File: config.mk
export PLATFORM = sky130hd
export DESIGN_NAME = operand_digit_entry
export DESIGN_NICKNAME = d
export VERILOG_FILES = /design/src/rtl/calc_pkg.sv /design/src/rtl/bcd_stack_to_bin.sv /design/src/rtl/operand_digit_entry.sv
export SDC_FILE = /design/constraint.sdc
export NUM_CORES = 1
export LEC_CHECK = 0
export ABC_AREA = 0
export CAP_MARGIN = 20
export CORE_AREA = 4 4 77 79
export CTS_CLUSTER_SIZE = 40
export DETAILED_ROUTE_END_ITERATION = 8
export DIE_AREA = 0 0 81 83
export PLACE_DENSITY_LB_ADDON = 0.2
export SETUP_SLACK_MARGIN = 0.3
export SYNTH_ARGS = -nofsm -noshare
export SYNTH_HDL_FRONTEND = slang
export SYNTH_SLANG_ARGS = --single-unit
File: constraint.sdc
create_clock -name CLK -period 3.2 [get_ports CLK]
set_clock_uncertainty 0.05 [all_clocks]
set_input_delay 0.64 -clock CLK [delete_from_list [all_inputs] [get_ports CLK]]
set_output_delay 0.64 -clock CLK [all_outputs]
set_load 0.01 [all_outputs]
File: src/rtl/calc_pkg.sv
// Shared definitions for the calculator operand-entry datapath:
// key codes, entry FSM states and operand sizing.
package calc_pkg;

  localparam int OPERAND_WIDTH = 10;
  localparam int MAX_DIGITS    = 3;

  localparam logic [3:0] KEY_CLEAR = 4'd10;
  localparam logic [3:0] KEY_BSP   = 4'd11;
  localparam logic [3:0] KEY_ENTER = 4'd12;

  typedef enum logic [1:0] {
    EMPTY = 2'd0,
    ENTRY = 2'd1,
    HOLD  = 2'd2
  } state_t;

  function automatic logic is_digit_key(input logic [3:0] code);
    return code <= 4'd9;
  endfunction

endpackage

File: src/rtl/bcd_stack_to_bin.sv
// Combinational BCD-to-binary conversion of the lowest `count` stack entries.
// Entry 0 holds the most significant (first entered) digit.
module bcd_stack_to_bin #(
  parameter int MAX_DIGITS = 3,
  parameter int WIDTH      = 10
) (
  input  logic [4*MAX_DIGITS-1:0] digits,
  input  logic [1:0]              count,
  output logic [WIDTH-1:0]        value
);
  import calc_pkg::*;

  logic [WIDTH-1:0] acc;

  // Horner evaluation with shift-add multiply by ten; no divider needed.
  always_comb begin
    acc = '0;
    for (int i = 0; i < MAX_DIGITS; i++) begin
      if (i < int'(count)) begin
        acc = (acc << 3) + (acc << 1) + {{(WIDTH-4){1'b0}}, digits[4*i +: 4]};
      end
    end
  end

  assign value = acc;

endmodule

File: src/rtl/operand_digit_entry.sv
// Keypad operand entry: accumulates up to MAX_DIGITS decimal keys into a binary
// operand, supports clear/backspace, and hands the result off with valid/ready.
module operand_digit_entry #(
  parameter int MAX_DIGITS = calc_pkg::MAX_DIGITS,
  parameter int WIDTH      = calc_pkg::OPERAND_WIDTH
) (
  input  logic             CLK,
  input  logic             RST_N,
  input  logic             KEY_VALID,
  input  logic [3:0]       KEY_CODE,
  output logic             KEY_READY,
  output logic [WIDTH-1:0] OUT,
  output logic             OUT_VALID,
  input  logic             OUT_READY,
  output logic [1:0]       DIGIT_COUNT,
  output logic             ERR
);
  import calc_pkg::*;

  // Handshakes: a key transfers on a rising edge with KEY_VALID & KEY_READY;
  // the operand transfers on a rising edge with OUT_VALID & OUT_READY, and
  // OUT/OUT_VALID are held stable until that edge.

  state_t                  state_q, state_d;
  logic [4*MAX_DIGITS-1:0] stack_q, stack_d;
  logic [1:0]              count_q, count_d;
  logic [WIDTH-1:0]        out_q, out_d;
  logic                    valid_q, valid_d;
  logic                    err_q, err_d;

  logic                    key_fire;
  logic                    digit_key;
  logic                    at_max;
  logic                    leading_zero;
  logic [1:0]              count_dec;
  logic [WIDTH-1:0]        appended;
  logic [WIDTH-1:0]        pop_value;

  assign key_fire     = KEY_VALID && (state_q != HOLD);
  assign digit_key    = is_digit_key(KEY_CODE);
  assign at_max       = (count_q == 2'(MAX_DIGITS));
  assign leading_zero = (KEY_CODE == 4'd0) && (count_q == 2'd0);
  assign count_dec    = count_q - 2'd1;
  assign appended     = (out_q << 3) + (out_q << 1) + {{(WIDTH-4){1'b0}}, KEY_CODE};

  // Value of the stack with its top digit removed, for backspace.
  bcd_stack_to_bin #(
    .MAX_DIGITS(MAX_DIGITS),
    .WIDTH     (WIDTH)
  ) u_pop_value (
    .digits(stack_q),
    .count (count_dec),
    .value (pop_value)
  );

  // State register
  always_ff @(posedge CLK or negedge RST_N) begin
    if (!RST_N) begin
      state_q <= EMPTY;
    end else begin
      state_q <= state_d;
    end
  end

  // Next-state logic
  always_comb begin
    state_d = state_q;
    case (state_q)
      HOLD: begin
        if (OUT_READY) state_d = EMPTY;
      end
      default: begin
        if (key_fire) begin
          if (digit_key) begin
            if (!at_max && !leading_zero) state_d = ENTRY;
          end else begin
            case (KEY_CODE)
              KEY_CLEAR: state_d = EMPTY;
              KEY_BSP:   if (count_q == 2'd1) state_d = EMPTY;
              KEY_ENTER: state_d = HOLD;
              default:   state_d = state_q;
            endcase
          end
        end
      end
    endcase
  end

  // Output / datapath next values
  always_comb begin
    stack_d = stack_q;
    count_d = count_q;
    out_d   = out_q;
    valid_d = valid_q;
    err_d   = 1'b0;
    case (state_q)
      HOLD: begin
        if (OUT_READY) begin
          stack_d = '0;
          count_d = 2'd0;
          out_d   = '0;
          valid_d = 1'b0;
        end
      end
      default: begin
        if (key_fire) begin
          if (digit_key) begin
            if (at_max) begin
              err_d = 1'b1;
            end else if (!leading_zero) begin
              stack_d[4*count_q +: 4] = KEY_CODE;
              count_d                 = count_q + 2'd1;
              out_d                   = appended;
            end
          end else begin
            case (KEY_CODE)
              KEY_CLEAR: begin
                stack_d = '0;
                count_d = 2'd0;
                out_d   = '0;
              end
              KEY_BSP: begin
                if (count_q != 2'd0) begin
                  stack_d[4*count_dec +: 4] = 4'd0;
                  count_d                   = count_dec;
                  out_d                     = pop_value;
                end
              end
              KEY_ENTER: valid_d = 1'b1;
              default:   err_d   = 1'b1;
            endcase
          end
        end
      end
    endcase
  end

  always_ff @(posedge CLK or negedge RST_N) begin
    if (!RST_N) begin
      stack_q <= '0;
      count_q <= 2'd0;
      out_q   <= '0;
      valid_q <= 1'b0;
      err_q   <= 1'b0;
    end else begin
      stack_q <= stack_d;
      count_q <= count_d;
      out_q   <= out_d;
      valid_q <= valid_d;
      err_q   <= err_d;
    end
  end

  assign KEY_READY   = (state_q != HOLD);
  assign OUT         = out_q;
  assign OUT_VALID   = valid_q;
  assign DIGIT_COUNT = count_q;
  assign ERR         = err_q;

endmodule
Word-level counts from Yosys, hierarchy flattened:

Cells that the tools add are included.

* flip-flop bits (word level): 28
* input port bits: 8
* output and inout port bits: 15
* word-level logic and storage cells: 99

* add/sub/neg operators: 10
* $lt $le $gt $ge: 4
* equal/unequal tests: 14
* shift-type cells: 4
* muxes and demuxes: 45
* reductions and logical operators: 16

Operator list (count)
* $mux 10: 9
* $mux 12: 7
* $neg 4->34: 2
* $shift 4x34->12 const A: 2
* $shiftx 4x34->12: 1
* $shiftx 4x34->12 const A: 1
* $add 10x10->10: 3
* $add 10x4->10: 3
* $bwmux 12: 2
* $mux 2: 12
* $pmux 12 s2: 1
* $pmux 10 s2: 1
* $eq 4x4->1 const B: 3
* $mux 1: 10
* $ne 4x3->1 const B: 2
* $ne 3x2->1 const B: 2
* $pmux 2 s3: 1
* $reduce_and 6->1: 1
* $reduce_bool 2->1: 3
* $reduce_and 5->1: 1
* $reduce_bool 5->1: 1
* $eq 2x2->1 const B: 2
* $le 4x4->1 const B: 1
* $logic_not 4->1: 1
* 16 further kinds: 21

Depth between registers and ports, before layout:

* word-level depth: 14
* depth in mapped cells: 16
* depth with buffers taken out: 16

By module:

From an unflattened synthesis, not the netlist that was laid out.

* cell total of the unflattened synthesis: 313
* area total of the unflattened synthesis: 2817.7 µm²

By module, submodules not included
* operand_digit_entry: instances 1, cells an instance 200, area each 1960.6 µm², sequential area each 700.7 µm²
* bcd_stack_to_bin: instances 1, cells an instance 113, area each 857.1 µm², sequential area each 0.0 µm²

Worst setup path after synthesis:

OpenSTA, ideal clock, no wires.

* path type: register -> register
* start: reg count_q[1], in the netlist DIGIT_COUNT[1]
* end: reg out_q[6], in the netlist OUT[6]
* library setup time: 131 ps
* arrival: 3432 ps
* data required time: 3019 ps
* setup slack: -413 ps
* cell stages (with the launch flop): 15
* path buffers: 0
* period minus slack after synthesis: 3613 ps
* cell sequence: dfrtp_1 > inv_1 > ha_1 > nor2b_1 > ha_1 > ha_1 > mux2_2 > fa_1 > inv_1 > fa_1 > nand2b_1 > a21oi_1 > mux2i_1 > a311oi_1 > o21ai_0

* cells in the longest elaborated chain, start to end: 14
* elaborated cells between the ends (all ways): 24
* those cells by class: add/sub: 5; order compare: 3; eq/ne: 4; mux: 8; reduce/logical: 4

RTL lines
* start: declaration: line operand_digit_entry.sv:26 `logic [1:0] count_q, count_d;`
* start signal: assignment: line operand_digit_entry.sv:147 `count_q <= count_d;`
* $sub 2x1->2: line operand_digit_entry.sv:43 `assign count_dec = count_q - 2'd1;`
* $lt 1x2->1: line bcd_stack_to_bin.sv:19 `if (i < int'(count)) begin`
* $mux 4: line bcd_stack_to_bin.sv:19
* $add 10x10->10: line bcd_stack_to_bin.sv:20 `acc = (acc << 3) + (acc << 1) + {{(WIDTH-4){1'b0}}, digits[4*i +: 4]};`
* $add 10x4->10: line bcd_stack_to_bin.sv:20
* $mux 10: line bcd_stack_to_bin.sv:19
* $add 10x10->10: line bcd_stack_to_bin.sv:20
* $add 10x4->10: line bcd_stack_to_bin.sv:20
* $mux 10: line bcd_stack_to_bin.sv:19
* $mux 10: line operand_digit_entry.sv:123 `if (count_q != 2'd0) begin`
* $pmux 10 s2: line operand_digit_entry.sv:116 `case (KEY_CODE)`
* $mux 10: line operand_digit_entry.sv:107 `if (digit_key) begin`
* $mux 10: line operand_digit_entry.sv:106 `if (key_fire) begin`
* $mux 10: line operand_digit_entry.sv:96 `case (state_q)`
* end signal: assignment: line operand_digit_entry.sv:148 `out_q <= out_d;`
* end: declaration: line operand_digit_entry.sv:27 `logic [WIDTH-1:0] out_q, out_d;`

Several ways; a longest one is shown, not always the timed one. The select of a mux whose other input is x is not followed.
A chain may end at the register's enable or synchronous reset.

Final worst setup path:

* start: reg count_q[0], in the netlist DIGIT_COUNT[0]
* end: reg out_q[6], in the netlist OUT[6]

Same word-level chain as after synthesis.

==> impl_metrics.yaml <==
cts:
  clockBufferDepth: 2
  cts_inserted_buffers: 3
  path_clk_slew_ns: 0.10
  cts_tree: "yes"
  clock_latency_ns: 0.28
  htree_levels: 1
  cts.sinks: 28
  cts_root_buf: "clkbuf_8"
  hold_buffers: 0
global_routing:
  grt_antenna_before_repair: 0
  grt.total_usage_pct: 22.3
  grt_first_pass_wirelength_um: 11900
  grt_pass1_vias: 2495
  grt_overflow: 0
  grt_max_degree: 29
final_layout:
  final_cell_mix: "46 x buf_4, 32 x ha_1, 26 x dfrtp_1"
  layout-drive-gt1-share_pct: 25.5
  fin_util_pct: 65.9
  fin_nets: 402
  n_antenna_cell: 0
  final_cells: 421
  fin_area_um2: 3520
  syn_to_final_growth_pct: 30.7
  mostFrequentLayoutCell: "buf_4"
sta:
  fin_crit_ns: 3.27
  finalSetupViolCount: 3
  slew_headroom_pct: 54.4
  worst_pin_slew_ns: 0.679
  setup_ws_ns: -0.0663
  hold_viol: 0
  period_share_pct: 102
  rsz0062_at_grt: "yes"
  final_max_slew_viol_count: 0
  fmax_ghz: 0.306
run_status:
  failed_checks: "setup timing"
  outcome: "finished with violations"
hold_path:
  min_to: "OUT_VALID"
  hp-start: "OUT_VALID"
  hp-class: "reg -> reg"
  whs_path_depth: 1
critical_path:
  reg2reg_slack_ns: -0.07
  arrival_ns: 3.39
  crit_path_start: "DIGIT_COUNT[0]"
  path_class: "reg -> reg"
  reg2reg_depth: 13
  setup.worst_path.start_class: "flop"
  cp_max_fo: 5
  reg2reg_from: "DIGIT_COUNT[0]"
  crit_path_end_kind: "flop"
  r2r-end: "OUT[6]"
  worstPathRequired_ns: 3.32
detailed_routing:
  ant_nets: 0
  drcViolationCount: 0
  vias: 2475
  via_per_inst: 5.88
  firstDrtPassIters: 4
  drt-wirelength-per-cell_um: 16.9
  wl_um: 7130
  drtIter0Drc: 193
floorplan:
  io_pins: 23
  die_area_um2: 6720
  start_util_pct: 50.5
  row_count: 27
  die_h_um: 83
  die_x_um: 81
  core_area_um2: 5340
job:
  cap_violations: 0
yosys:
  syn_area_per_cell_um2: 9.26
  netlist_area_um2: 2690
  yosysUniqueCellTypes: 51
  synth_nets: 343
  synth_top_area_share_pct: 26.0
  ys_seq_area_share_pct: 26.0
  syn_inst: 291
  ys_ff_latch: 28
  synth_top_cell_by_area: "dfrtp_1"
  netlist_top_cells_area: "dfrtp_1 26%, ha_1 18%, a22o_1 4.6%"
  async_reset_ff_share_pct: 100
  synth-edff-count: 0
  ys_warn_count: 0
  ys.flop_type: "dfrtp_1"
power_and_ir_drop:
  ir_worst_vdd_mv: 0.480
  intPower_mw: 1.54
  p_sw_share_pct: 42.0
  power.total_mw: 2.66
  clock_power_share_pct: 10.8
  p_sw_mw: 1.12
  seqPwrFrac_pct: 20.4
  powerDensity_nw_per_um2: 756
  p_leak_nw: 1.66
  combPwrFrac_pct: 68.8
place:
  gp_congestion: 0.848
  hpwlAfterDp_um: 5510
  placed_cell_area_um2: 3310
  port-buffer-count: 22
  place_inst: 412
-- through the flow --
step	TNS [ns]	worst slack, ns	hold WS [ns]
6_report	-0.129	-0.0663	0.453
5_1_grt	-0.763	-0.222	0.474
4_1_cts	-0.160	-0.0891	0.461
3_5_place_dp	-0.419	-0.138	0.435
3_3_place_gp	-0.0741	-0.0512	0.427
2_1_floorplan	-0.168	-0.0681	0.294
-- cell usage after synthesis (4+ instances only) --
master and instances:
clkbuf_1 10, nor2b_1 4, nand2b_1 6, inv_1 14, o31ai_1 4, nor3_1 6
nand2_1 20, a22o_1 14, ha_1 39, mux2_2 5, or3_1 4, o21ai_0 21
nand3b_1 6, dfrtp_1 28, a21oi_1 11, fa_1 5, nor2_1 15, a32oi_1 4
xnor2_1 9, a21o_1 5
-- routing by layer --
metal	routed length, um	vias to the layer above	GRT usage, %
met5	0	-	0
met4	155	0	5.99
met3	396	11	2.28
met2	3500	73	37.3
met1	3080	1191	30.2
li1	-	1200	-
-- how the worst max path moves through the flow --
stage | to | slack [ns] | cells past startpoint
6_report | OUT[6] | -0.07 | 13
5_1_grt | OUT[7] | -0.22 | 15
4_1_cts | OUT[7] | -0.09 | 15
3_5_place_dp | OUT[7] | -0.14 | 16
3_3_place_gp | OUT[6] | -0.05 | 16
2_1_floorplan | OUT[6] | -0.07 | 14
-- kinds of logic after synthesis --
logic type	Yosys count	share of synthesized area, %
compound gates	85	22.2
simple gates	85	17.5
fa+ha+maj	44	21.8
buf+inv	29	4.92
flops	28	26.0
xor+xnor	10	3.25
mux	10	4.32
-- registers in the layout, summed over array words and instances (netlist names) --
register,count
stack_q,12
OUT,10
DIGIT_COUNT,2
state_q,2
ERR,1
OUT_VALID,1
-- final cells by class --
| cell class | instances | area (um2) |
|---|---|---|
| flip-flops and latches | 28 | 703 |
| multi-input cells | 234 | 2030 |
| well taps | 72 | 90.1 |
| clock buffers | 3 | 41.3 |
| fillers | 479 | 1820 |
| clock inverters | 1 | 30.0 |
| repair buffers | 68 | 568 |
| inverters | 15 | 56.3 |
-- power by group through the flow --
stage	logic, mW	clock network (mW)	registers, mW
after floorplan	1.07	0	0.577
after detailed placement	1.71	0	0.553
after global routing	2.02	0.308	0.559
after CTS	1.78	0.295	0.546
after global placement	1.67	0	0.548
final	1.83	0.286	0.544
-- timing repair --
item | CTS | global route
endpoints found under the setup margin | 6 | 8
resized for setup | 10 | 8
pin swaps | 9 | 10
setup buffers | 3 | 2
-- critical path, stage by stage (launching register included) --
cell and delay (ns):
dfrtp_2 0.44, ha_4 0.19, nor2b_1 0.19, and2_4 0.19, ha_4 0.19, mux2_4 0.28
fa_1 0.50, inv_1 0.06, fa_2 0.35, nand2b_4 0.15, a21oi_2 0.14, mux2i_1 0.09
a311oi_1 0.25, o21ai_1 0.08
Note: power is estimated with default switching activity, not from simulation.
